$ cat src/rtl/cbd_stream_sampler.sv
// Centered-binomial sampler: turns 64-bit PRF lanes into 128 beats of two mod-q coefficients.
// Define CBD_CENTERED_OUT_EN to emit signed 12-bit two's-complement coefficients instead of q-mapped ones.
module cbd_stream_sampler #(
    parameter int Q      = 3329,
    parameter int N_COEF = 256
) (
    input  logic        clk_i,
    input  logic        rst_i,
    input  logic        start_i,
    input  logic        eta3_i,
    output logic        busy_o,
    output logic        done_o,
    input  logic [63:0] in_data_i,
    input  logic        in_valid_i,
    output logic        in_ready_o,
    output logic [23:0] coef_o,
    output logic        coef_valid_o,
    input  logic        coef_ready_i,
    output logic [7:0]  coef_idx_o
);

    localparam int BEATS = N_COEF / 2;
    localparam int W2    = N_COEF * 2 / 32;
    localparam int W3    = N_COEF * 3 / 32;
    localparam int WW    = $clog2(W3 + 1);
    localparam logic [11:0] Q12 = 12'(Q);

    typedef enum logic [1:0] {IDLE, RUN, DONE} state_t;

    state_t          state;
    state_t          state_next;
    logic            eta3;
    logic [127:0]    bits;
    logic [7:0]      cnt;
    logic [WW-1:0]   words;
    logic [7:0]      idx;

    logic [7:0]      bits_per_beat;
    logic [WW-1:0]   word_limit;
    logic            take;
    logic            accept;
    logic            last_beat;
    logic [127:0]    shifted;
    logic [7:0]      cnt_shift;
    logic [127:0]    bits_next;
    logic [7:0]      cnt_next;

    function automatic logic [11:0] cbd_coef(input logic [2:0] a_bits, input logic [2:0] b_bits);
        logic [1:0] a;
        logic [1:0] b;
        a = 2'(a_bits[0]) + 2'(a_bits[1]) + 2'(a_bits[2]);
        b = 2'(b_bits[0]) + 2'(b_bits[1]) + 2'(b_bits[2]);
        if (a >= b)
            return {10'd0, a - b};
`ifdef CBD_CENTERED_OUT_EN
        return 12'd0 - {10'd0, b - a};
`else
        return Q12 - {10'd0, b - a};
`endif
    endfunction

    assign bits_per_beat = eta3 ? 8'd12 : 8'd8;
    assign word_limit    = eta3 ? WW'(W3) : WW'(W2);
    assign in_ready_o    = (state == RUN) && (cnt <= 8'd64) && (words < word_limit);
    assign coef_valid_o  = (state == RUN) && (cnt >= bits_per_beat);
    assign take          = coef_valid_o && coef_ready_i;
    assign accept        = in_valid_i && in_ready_o;
    assign last_beat     = take && (idx == 8'(BEATS - 1));
    assign coef_idx_o    = idx;

    // Consumption shift happens first so an accepted lane lands right after the surviving bits.
    always_comb begin
        shifted   = bits;
        cnt_shift = cnt;
        if (take) begin
            shifted   = eta3 ? (bits >> 12) : (bits >> 8);
            cnt_shift = cnt - bits_per_beat;
        end
        bits_next = shifted;
        cnt_next  = cnt_shift;
        if (accept) begin
            bits_next = shifted | ({64'd0, in_data_i} << cnt_shift);
            cnt_next  = cnt_shift + 8'd64;
        end
    end

    always_comb begin
        if (eta3)
            coef_o = {cbd_coef(bits[8:6], bits[11:9]), cbd_coef(bits[2:0], bits[5:3])};
        else
            coef_o = {cbd_coef({1'b0, bits[5:4]}, {1'b0, bits[7:6]}),
                      cbd_coef({1'b0, bits[1:0]}, {1'b0, bits[3:2]})};
    end

    always_ff @(posedge clk_i or posedge rst_i) begin
        if (rst_i)
            state <= IDLE;
        else
            state <= state_next;
    end

    always_comb begin
        state_next = state;
        busy_o     = 1'b0;
        done_o     = 1'b0;
        unique case (state)
            IDLE: if (start_i) state_next = RUN;
            RUN: begin
                busy_o = 1'b1;
                if (last_beat) state_next = DONE;
            end
            DONE: begin
                done_o     = 1'b1;
                state_next = IDLE;
            end
            default: state_next = IDLE;
        endcase
    end

    always_ff @(posedge clk_i or posedge rst_i) begin
        if (rst_i) begin
            eta3  <= 1'b0;
            bits  <= '0;
            cnt   <= '0;
            words <= '0;
            idx   <= '0;
        end else if (state == IDLE && start_i) begin
            eta3  <= eta3_i;
            bits  <= '0;
            cnt   <= '0;
            words <= '0;
            idx   <= '0;
        end else if (state == RUN) begin
            bits <= bits_next;
            cnt  <= cnt_next;
            if (accept)
                words <= words + WW'(1);
            if (last_beat)
                idx <= '0;
            else if (take)
                idx <= idx + 8'd1;
        end
    end

endmodule

$ cat config.mk
export PLATFORM = sky130hd
export DESIGN_NAME = cbd_stream_sampler
export DESIGN_NICKNAME = d
export VERILOG_FILES = /design/src/rtl/cbd_stream_sampler.sv
export SDC_FILE = /design/constraint.sdc
export NUM_CORES = 1
export LEC_CHECK = 0
export ABC_AREA = 1
export BUFFER_PORTS_ARGS = -buffer_cell sky130_fd_sc_hd__buf_4
export CAP_MARGIN = 20
export CORE_MARGIN = 4
export CORE_UTILIZATION = 62
export DETAILED_ROUTE_END_ITERATION = 8
export MAX_ROUTING_LAYER = met4
export PLACE_DENSITY = 0.89
export SYNTH_ARGS = -nofsm -noshare
export SYNTH_HDL_FRONTEND = slang
export SYNTH_SLANG_ARGS = --single-unit
$ cat constraint.sdc
create_clock -name clk_i -period 5.55 [get_ports clk_i]
set_input_delay 1.11 -clock clk_i [delete_from_list [all_inputs] [get_ports clk_i]]
set_output_delay 1.11 -clock clk_i [all_outputs]
set_load 0.02 [all_outputs]
-- After elaboration in Yosys (flattened, before gate mapping)
Index checks and enable logic that the tools add are counted.
- memory bits (read-only): 0
- bits in latches: 0
- memory bits (writable): 0
- output and inout bits: 36
- memories: 0
- input bits: 70
- flip-flop bits (word level): 152
- $mul: 0
- reduce and logical (&&, ||, !) cells: 14
- add/subtract/negate cells: 26
- multiplexer cells: 40
- divide/modulo/power cells: 0
- bitwise gates (word level): 1
- $lt $le $gt $ge: 7
- equal/unequal tests: 5
- shift-type cells: 1
- operators by type and width (operator ; count):
    $mux 128 ; 4
    $or 128x128->128 ; 1
    $shl 64x8->128 ; 1
    $mux 120 ; 1
    $mux 12 ; 8
    $mux 8 ; 8
    $sub 11x3->12 const A ; 4
    $mux 24 ; 1
    $sub 2x2->2 ; 8
    $mux 5 ; 3
    $add 1x1->2 ; 6
    $mux 1 ; 10
    $add 2x1->2 ; 4
    $add 8x1->8 const B ; 1
    $add 8x7->8 const B ; 1
    $eq 8x7->1 const B ; 1
    $ge 2x2->1 ; 4
    $ge 8x4->1 ; 1
    $le 8x7->1 const B ; 1
    $sub 8x4->8 ; 1
    $logic_and 1x1->1 ; 7
    $reduce_and 2->1 ; 3
    $add 5x1->5 const B ; 1
    $lt 5x5->1 ; 1
    other kinds (10) ; 13

-- Logic depth before layout (Yosys ltp)
Gate-level depths: netlist of run 1.
- depth after elaboration: 10
- mapped depth: 21
- gate-level depth less buffers: 19

-- Worst setup path before layout of run 1
Ideal clock, no wire load.
- kind: flip-flop to output port
- start: register bits[0]
- end: output port coef_o[1]
- data arrival time: 2668 ps
- cell stages (with the launch flop): 10
- slack: 1772 ps
- cell sequence: dfrtp_1 ha_1 inv_1 ha_1 inv_1 fa_1 a21oi_1 nand2_1 o21ai_0 a211o_1
- cells in the longest elaborated chain, start to end: 7
- RTL lines (item ; RTL line ; source):
    from (decl) ; 33 ; logic [127:0] bits;
    from (signal assigned) ; 134 ; bits <= bits_next;
    $add 1x1->2 * ; 51 ; a = 2'(a_bits[0]) + 2'(a_bits[1]) + 2'(a_bits[2]);
    parallel branches: the longest is 5 deep, another holds $sub 11x3->12 ; - ;
    $mux 24 * ; 88 ; if (eta3)
    to (decl) ; 16 ; output logic [23:0] coef_o,
Every way passes the cells marked *. The select of a mux whose other input is x is not followed.

-- Worst setup path in the final report of run 1
Ends and elaborated chain as after synthesis.

==> results.cfg, run 1 <==
[finish]
drive_gt1_share_pct = 9.29
antenna_cells = 0
finalNetCount = 2227
area_growth_pct = 9.25
final_core_util_pct = 68.9
fill_cells = 1916

[critical_path]
cp_max_fo = 7
critPathRequiredTime_ns = 4.44
arrival_ns = 3.09
crit_type = reg -> out
cp-start-kind = flop
crit_path_end_kind = output port

[yosys]
ys_top_cells_by_count = 534 x nand3_1, 397 x nand2_1, 245 x o21ai_0
synth.avg_cell_area_um2 = 6.18
yosysSeqAreaShare_pct = 28.2
synth_seq_cells = 150
syn-instance-count = 2154
synthDistinctLibCells = 39
syn_area_mm2 = 0.0133
synthFlopType = dfrtp_1
synth_top_cell_by_area = dfrtp_1
synth_most_common_cell = nand3_1
synth_top_area_share_pct = 28.2
yosys-top-cells-area = dfrtp_1 28%, nand3_1 20%, nand2_1 11%
synth_edf_count = 0
postSynth.asyncResetShare_pct = 100
yosysWarnings = 0

[clocking]
clk_latency_ns = 0.45
postCtsResizedCells = 0
cts_buffers = 17
clkTransAtPathRegs_ns = 0.07
cts-root-buf = clkbuf_16
clockBufferDepth = 2
cts-hold-fix-buffers = 0
cts.sinks = 150
cts_htree_levels = 4
cts_tree = built
post_cts_buffers = 0

[place]
dp_hpwl_mm = 34.4
port_buffers = 103
dp_slack_ns = 1.70
gp_congestion = 1.03

[timing]
finalCritPeriodShare_pct = 75.7
rsz0062_at_grt = false
worst_slack_ns = 1.35
hold_viol_final = 0
fin_skew_ns = 0.0218
post-route-min-period_ns = 4.20
timing.slew.headroom_pct = 27.1
clock.fmax_mhz = 238
setup_viol = 0
setup_tns_ns = 0
slew_violations = 0
worstMarginPinSlew_ns = 1.09

[routing]
vias = 15700
drt_iter0_drc = 2329
drc = 0
firstDrtPassIters = 8
wl_per_cell_um = 20.3
drt_wl_total_mm = 49.1
via_per_inst = 6.51
ant_nets = 0

[die]
dieArea_mm2 = 0.0239
die_w_um = 154
dieHeight_um = 154
ios = 106
rows = 53
core-area_mm2 = 0.0211
start_util_pct = 63.1

[worst_hold_path]
hold_class = reg -> reg

[global_routing]
grt_pass1_wl_mm = 78.4
grt_overflow = 0
grt_pass1_vias = 14600
track_usage_pct = 42.2
antenna_found_initial = 0
grt_max_degree = 111

[power_and_ir_drop]
finalPower_w = 0.00721
p_per_area_mw_per_mm2 = 496
leakage_nw = 6.74
ir_worst_vdd_v = 0.000301

[outcome]
status = completed

[flow_run]
cap_violations = 0
[routing by layer]
layer  vias up  wire length, um  GRT usage (%)
met1      7243            18600           54.6
met5         -                0              -
met4         0             2580           18.8
met2      1078            22000           63.5
met3       194             5910           9.90
li1       7231                -              -
[logic make-up (layout without fill, tap and decap cells)]
| family | Yosys count | in the layout | share of synthesized area, % |
|---|---|---|---|
| compound gates | 431 | 431 | 17.0 |
| xor+xnor | 9 | 9 | 0.592 |
| fa+ha+maj | 28 | 28 | 3.08 |
| buf+inv | 310 | 297 | 10.0 |
| flops | 150 | 150 | 28.2 |
| mux | 9 | 9 | 0.677 |
| other cells | 1 | 2 | 0.0282 |
| simple gates | 1216 | 1216 | 40.4 |
[cells in the final DEF (no fill, tap or decap), types with 2 or more instances in the layout]
master	count
inv_1	113
o21a_1	4
o211ai_1	14
nor3_1	7
buf_12	5
xnor2_1	3
nand2_2	4
conb_1	2
clkbuf_16	17
nand2_1	397
a31oi_1	10
a21oi_1	145
ha_1	20
mux2i_1	9
fa_1	8
o21bai_1	4
clkinv_8	2
o21ai_0	245
a211o_1	2
nor2_1	240
buf_4	134
nor2_4	2
o21ai_4	3
nand4_1	26
bufinv_16	2
dfrtp_1	149
inv_6	7
inv_2	9
nand3_1	534
clkinv_4	2
xor2_1	6
inv_4	2
[stage by stage]
stage | std cells | area [um2] | hold slack, ns
floorplan | 2155 | 13300 | 0.478
global placement | 2385 | 13900 | 0.496
detailed placement | 2385 | 13900 | 0.522
CTS | 2417 | 14500 | 0.536
global route | 2417 | 14500 | 0.558
finish | 2417 | 14500 | 0.533
[where the power goes]
| part | switching, W | internal (W) | leakage (nW) |
|---|---|---|---|
| clock network | 0.000546 | 0.000684 | 0.294 |
| registers | 0.000207 | 0.00129 | 1.67 |
| logic | 0.00306 | 0.00142 | 4.78 |
| total | 0.00381 | 0.00340 | 6.74 |
[worst max-delay path, stage by stage (launching register included)]
cell and delay, ns:
dfrtp_1 0.46, ha_1 0.34, inv_1 0.07, ha_1 0.13, inv_1 0.05, fa_1 0.40
a21oi_1 0.24, nand2_1 0.10, o21ai_0 0.55, a211o_1 0.17, buf_4 0.13
[layout make-up]
class / count / area [um2] / area share [%]
repair buffers: 139 / 1110 / 7.61
inverters: 126 / 484 / 3.33
flip-flops and latches: 150 / 3760 / 25.8
clock buffers: 18 / 429 / 2.95
clock inverters: 14 / 181 / 1.25
multi-input cells: 1695 / 8230 / 56.6
well taps: 275 / 344 / 2.37
[path summary, 6_finish.rpt]
path	slack, ns	start	end	depth (start not counted)
hold / removal	0.53	words[1]	words[1]	2
setup reg to reg	1.63	eta3	bits[24]	17
min in group asynchronous	0.78	rst_i	coef_idx_o[0]	2
max in group asynchronous	3.51	rst_i	bits[36]	3
setup / recovery	1.35	bits[0]	coef_o[1]	10
hold reg to reg	0.53	words[1]	words[1]	2
[sequential cells by signal, summed over array words and instances (netlist names)]
signal,flops
cnt,6
words,5
coef_idx_o,8
bits,128
eta3,1
state,2
Power figures use the tool's default switching activity.
==> run 2, diff against run 1 <==
--- a/config.mk
+++ b/config.mk
@@ -5,14 +5,14 @@
 export SDC_FILE = /design/constraint.sdc
 export NUM_CORES = 1
 export LEC_CHECK = 0
-export ABC_AREA = 1
+export ABC_AREA = 0
 export BUFFER_PORTS_ARGS = -buffer_cell sky130_fd_sc_hd__buf_4
 export CAP_MARGIN = 20
 export CORE_MARGIN = 4
-export CORE_UTILIZATION = 62
+export CORE_UTILIZATION = 56
 export DETAILED_ROUTE_END_ITERATION = 8
 export MAX_ROUTING_LAYER = met4
-export PLACE_DENSITY = 0.89
+export PLACE_DENSITY = 0.85
 export SYNTH_ARGS = -nofsm -noshare
 export SYNTH_HDL_FRONTEND = slang
 export SYNTH_SLANG_ARGS = --single-unit
==> constraint.sdc (replaced) <==
create_clock -name clk_i -period 3.55 [get_ports clk_i]
set_input_delay 0.71 -clock clk_i [delete_from_list [all_inputs] [get_ports clk_i]]
set_output_delay 0.71 -clock clk_i [all_outputs]
set_load 0.02 [all_outputs]
==> run 2 against run 1 <==
Net effect:
- total power rose to 2.7 times the previous value
- via count fell by 6.0%
- setup slack lost 1.4 ns
- critical endpoint is now coef_o[13]
- synthesized area rose by 1.8%
- the run now ends with setup timing left
- routed wire length increased by 19%
- die area rose by 12%
- clock skew decreased by 0.0071 ns
- register-to-register slack lost 1.6 ns
- highest routed layer unchanged
- combinational power rose to 3.2 times the previous value
==> results.cfg, run 2 <==
[outcome]
status = finished, violations left
violations = setup timing

[timing]
slew_violations = 0
setup_tns_ns = -0.0186
worst_slack_ns = -0.0186
post-route-min-period_ns = 3.57
finalCritPeriodShare_pct = 101
timing.slew.headroom_pct = 32.4
rsz0062_at_grt = true
worstMarginPinSlew_ns = 1.00
holdWs_ns = 0.500
hold_viol_final = 0
setup_viol = 1
clock.fmax_mhz = 280
fin_skew_ns = 0.0148

[routing]
via_per_inst = 7.16
drc = 0
ant_nets = 0
drt_wl_total_mm = 58.4
drt_iter0_drc = 2079
firstDrtPassIters = 5
vias = 14800
wl_per_cell_um = 28.3

[clocking]
cts.sinks = 150
cts_htree_levels = 4
clk_latency_ns = 0.45
clkTransAtPathRegs_ns = 0.08
cts-root-buf = clkbuf_16
clockBufferDepth = 2
cts_buffers = 17
cts_tree = built

[global_routing]
track_usage_pct = 43.9
grt_pass1_wl_mm = 86.7
grt_max_degree = 151
grt_overflow = 0
grt_pass1_vias = 14200
antenna_found_initial = 1

[yosys]
yosys-top-cells-area = dfrtp_1 28%, mux2i_1 19%, nand2_1 5.3%
ys_top_cells_by_count = 260 x mux2i_1, 192 x nand2_1, 150 x dfrtp_1
postSynth.asyncResetShare_pct = 100
yosysWarnings = 0
synth_edf_count = 0
synthDistinctLibCells = 94
syn_area_mm2 = 0.0135
synth_top_cell_by_area = dfrtp_1
syn-instance-count = 1588
synthFlopType = dfrtp_1
synth_top_area_share_pct = 27.7
synth.avg_cell_area_um2 = 8.53
synth_seq_cells = 150
synth_most_common_cell = mux2i_1
yosysSeqAreaShare_pct = 27.7

[place]
placed_area_mm2 = 0.0154
gp_congestion = 1.05
dp_hpwl_mm = 42.1
port_buffers = 103

[finish]
antenna_cells = 0
finalNetCount = 1833
final_common_cell = mux2i_1
multi_input_area_mm2 = 0.00916
drive_gt1_share_pct = 23.3
seq_area_mm2 = 0.00376
fill_cells = 1935
layout_common_cells = 256 x mux2i_1, 255 x buf_4, 189 x nand2_1, 145 x dfrtp_1, 119 x nor2_1
area_growth_pct = 20.1
finalInstanceArea_mm2 = 0.0163
regMostFlops = bits
largest_reg_flops = 128

[critical_path]
worst-r2r-setup-slack_ns = 0.03
cp-start-kind = flop
reg2reg_depth = 12
crit_path_end_kind = output port
arrival_ns = 2.86
r2r_start = eta3
critPathRequiredTime_ns = 2.84
crit_type = reg -> out
cp_max_fo = 3
r2r-end = bits[71]

[die]
dieArea_mm2 = 0.0267
core-area_mm2 = 0.0236
die_w_um = 164
rows = 56
start_util_pct = 57.4
dieHeight_um = 164
ios = 106

[flow_run]
cap_violations = 0

[power_and_ir_drop]
p_per_area_mw_per_mm2 = 1200
finalPower_w = 0.0195
ir_worst_vdd_v = 0.00121
leakage_nw = 7.56

[worst_hold_path]
hold_class = in -> async
## run 2: changes by cell type in the layout (fill, tap and decap cells not counted), sizes merged, moves of 38 or more
| cell | change |
|---|---|
| a21oi | -38 |
| buf | +132 |
| inv | -101 |
| mux2i | +251 |
| nand2 | -208 |
| nand3 | -501 |
| nor2 | -117 |
| o21ai | -125 |
## run 2: logic make-up (layout without fill, tap and decap cells)
kind of cell	Yosys count	after routing	synth area share, %
AO/OA/AOI/OAI	510	510	26.1
XOR/XNOR	9	9	0.582
adder cells (fa/ha/maj)	28	28	3.03
buffers and inverters	169	328	6.06
flip-flops	150	150	27.7
multiplexers	294	294	22.4
other	1	2	0.0277
AND/OR/NAND/NOR	427	427	14.1
## run 2: how the worst max path moves through the flow
stage	cells after the start	from	slack, ns	to
5_1_grt	9	bits[7]	-0.10	coef_o[13]
2_1_floorplan	7	bits[9]	0.42	coef_o[13]
4_1_cts	9	bits[0]	0.005	coef_o[1]
3_5_place_dp	11	eta3	-0.22	bits[71]
6_report	8	bits[9]	-0.02	coef_o[13]
3_3_place_gp	11	eta3	-0.07	bits[71]
## run 2: layout make-up
cell class / count / area share (%)
clock buffer: 17 / 2.61
multi-input combinational: 1270 / 56.3
timing repair buffer: 271 / 13.7
clock inverter: 15 / 1.23
sequential: 150 / 23.1
inverter: 25 / 0.600
tap: 319 / 2.45
## run 2: critical path, cell delays in order, from the launching register on
cell and delay (ns):
dfrtp_2 0.44, fa_1 0.59, ha_1 0.21, inv_2 0.05, fa_2 0.42, a21oi_4 0.15
nor2_1 0.07, a311o_1 0.33, buf_4 0.17
## run 2: power by group
group	internal, W	switching [W]	leakage [nW]	total, W
Clock	0.00103	0.000969	0.305	0.00199
Combinational	0.00578	0.00850	5.34	0.0143
Sequential	0.00242	0.000839	1.92	0.00326
## run 2: stage by stage
| step | util (%) | setup WS [ns] | std cells |
|---|---|---|---|
| 2_1_floorplan | - | 0.423 | 1589 |
| 3_3_place_gp | 65.2 | -0.0705 | 2021 |
| 3_5_place_dp | 65.2 | -0.217 | 2021 |
| 4_1_cts | 68.0 | 0.00502 | 2056 |
| 5_1_grt | 68.9 | -0.105 | 2067 |
| 6_report | 68.9 | -0.0186 | 2067 |
## run 2: timing repair
action / CTS / global route
pin swaps: 2 / 8
gates resized for setup: 6 / 31
hold buffers: 0 / 0
endpoints found under the setup margin: 21 / 50
setup buffers: 3 / 11
## run 2: metal layers
metal / wire length, um / global-route usage (%) / part of all wire (%)
met5: 0 / - / 0
met4: 4210 / 24.9 / 7.2
met1: 21800 / 56.2 / 37
met2: 26200 / 66.5 / 45
met3: 6200 / 6.86 / 11
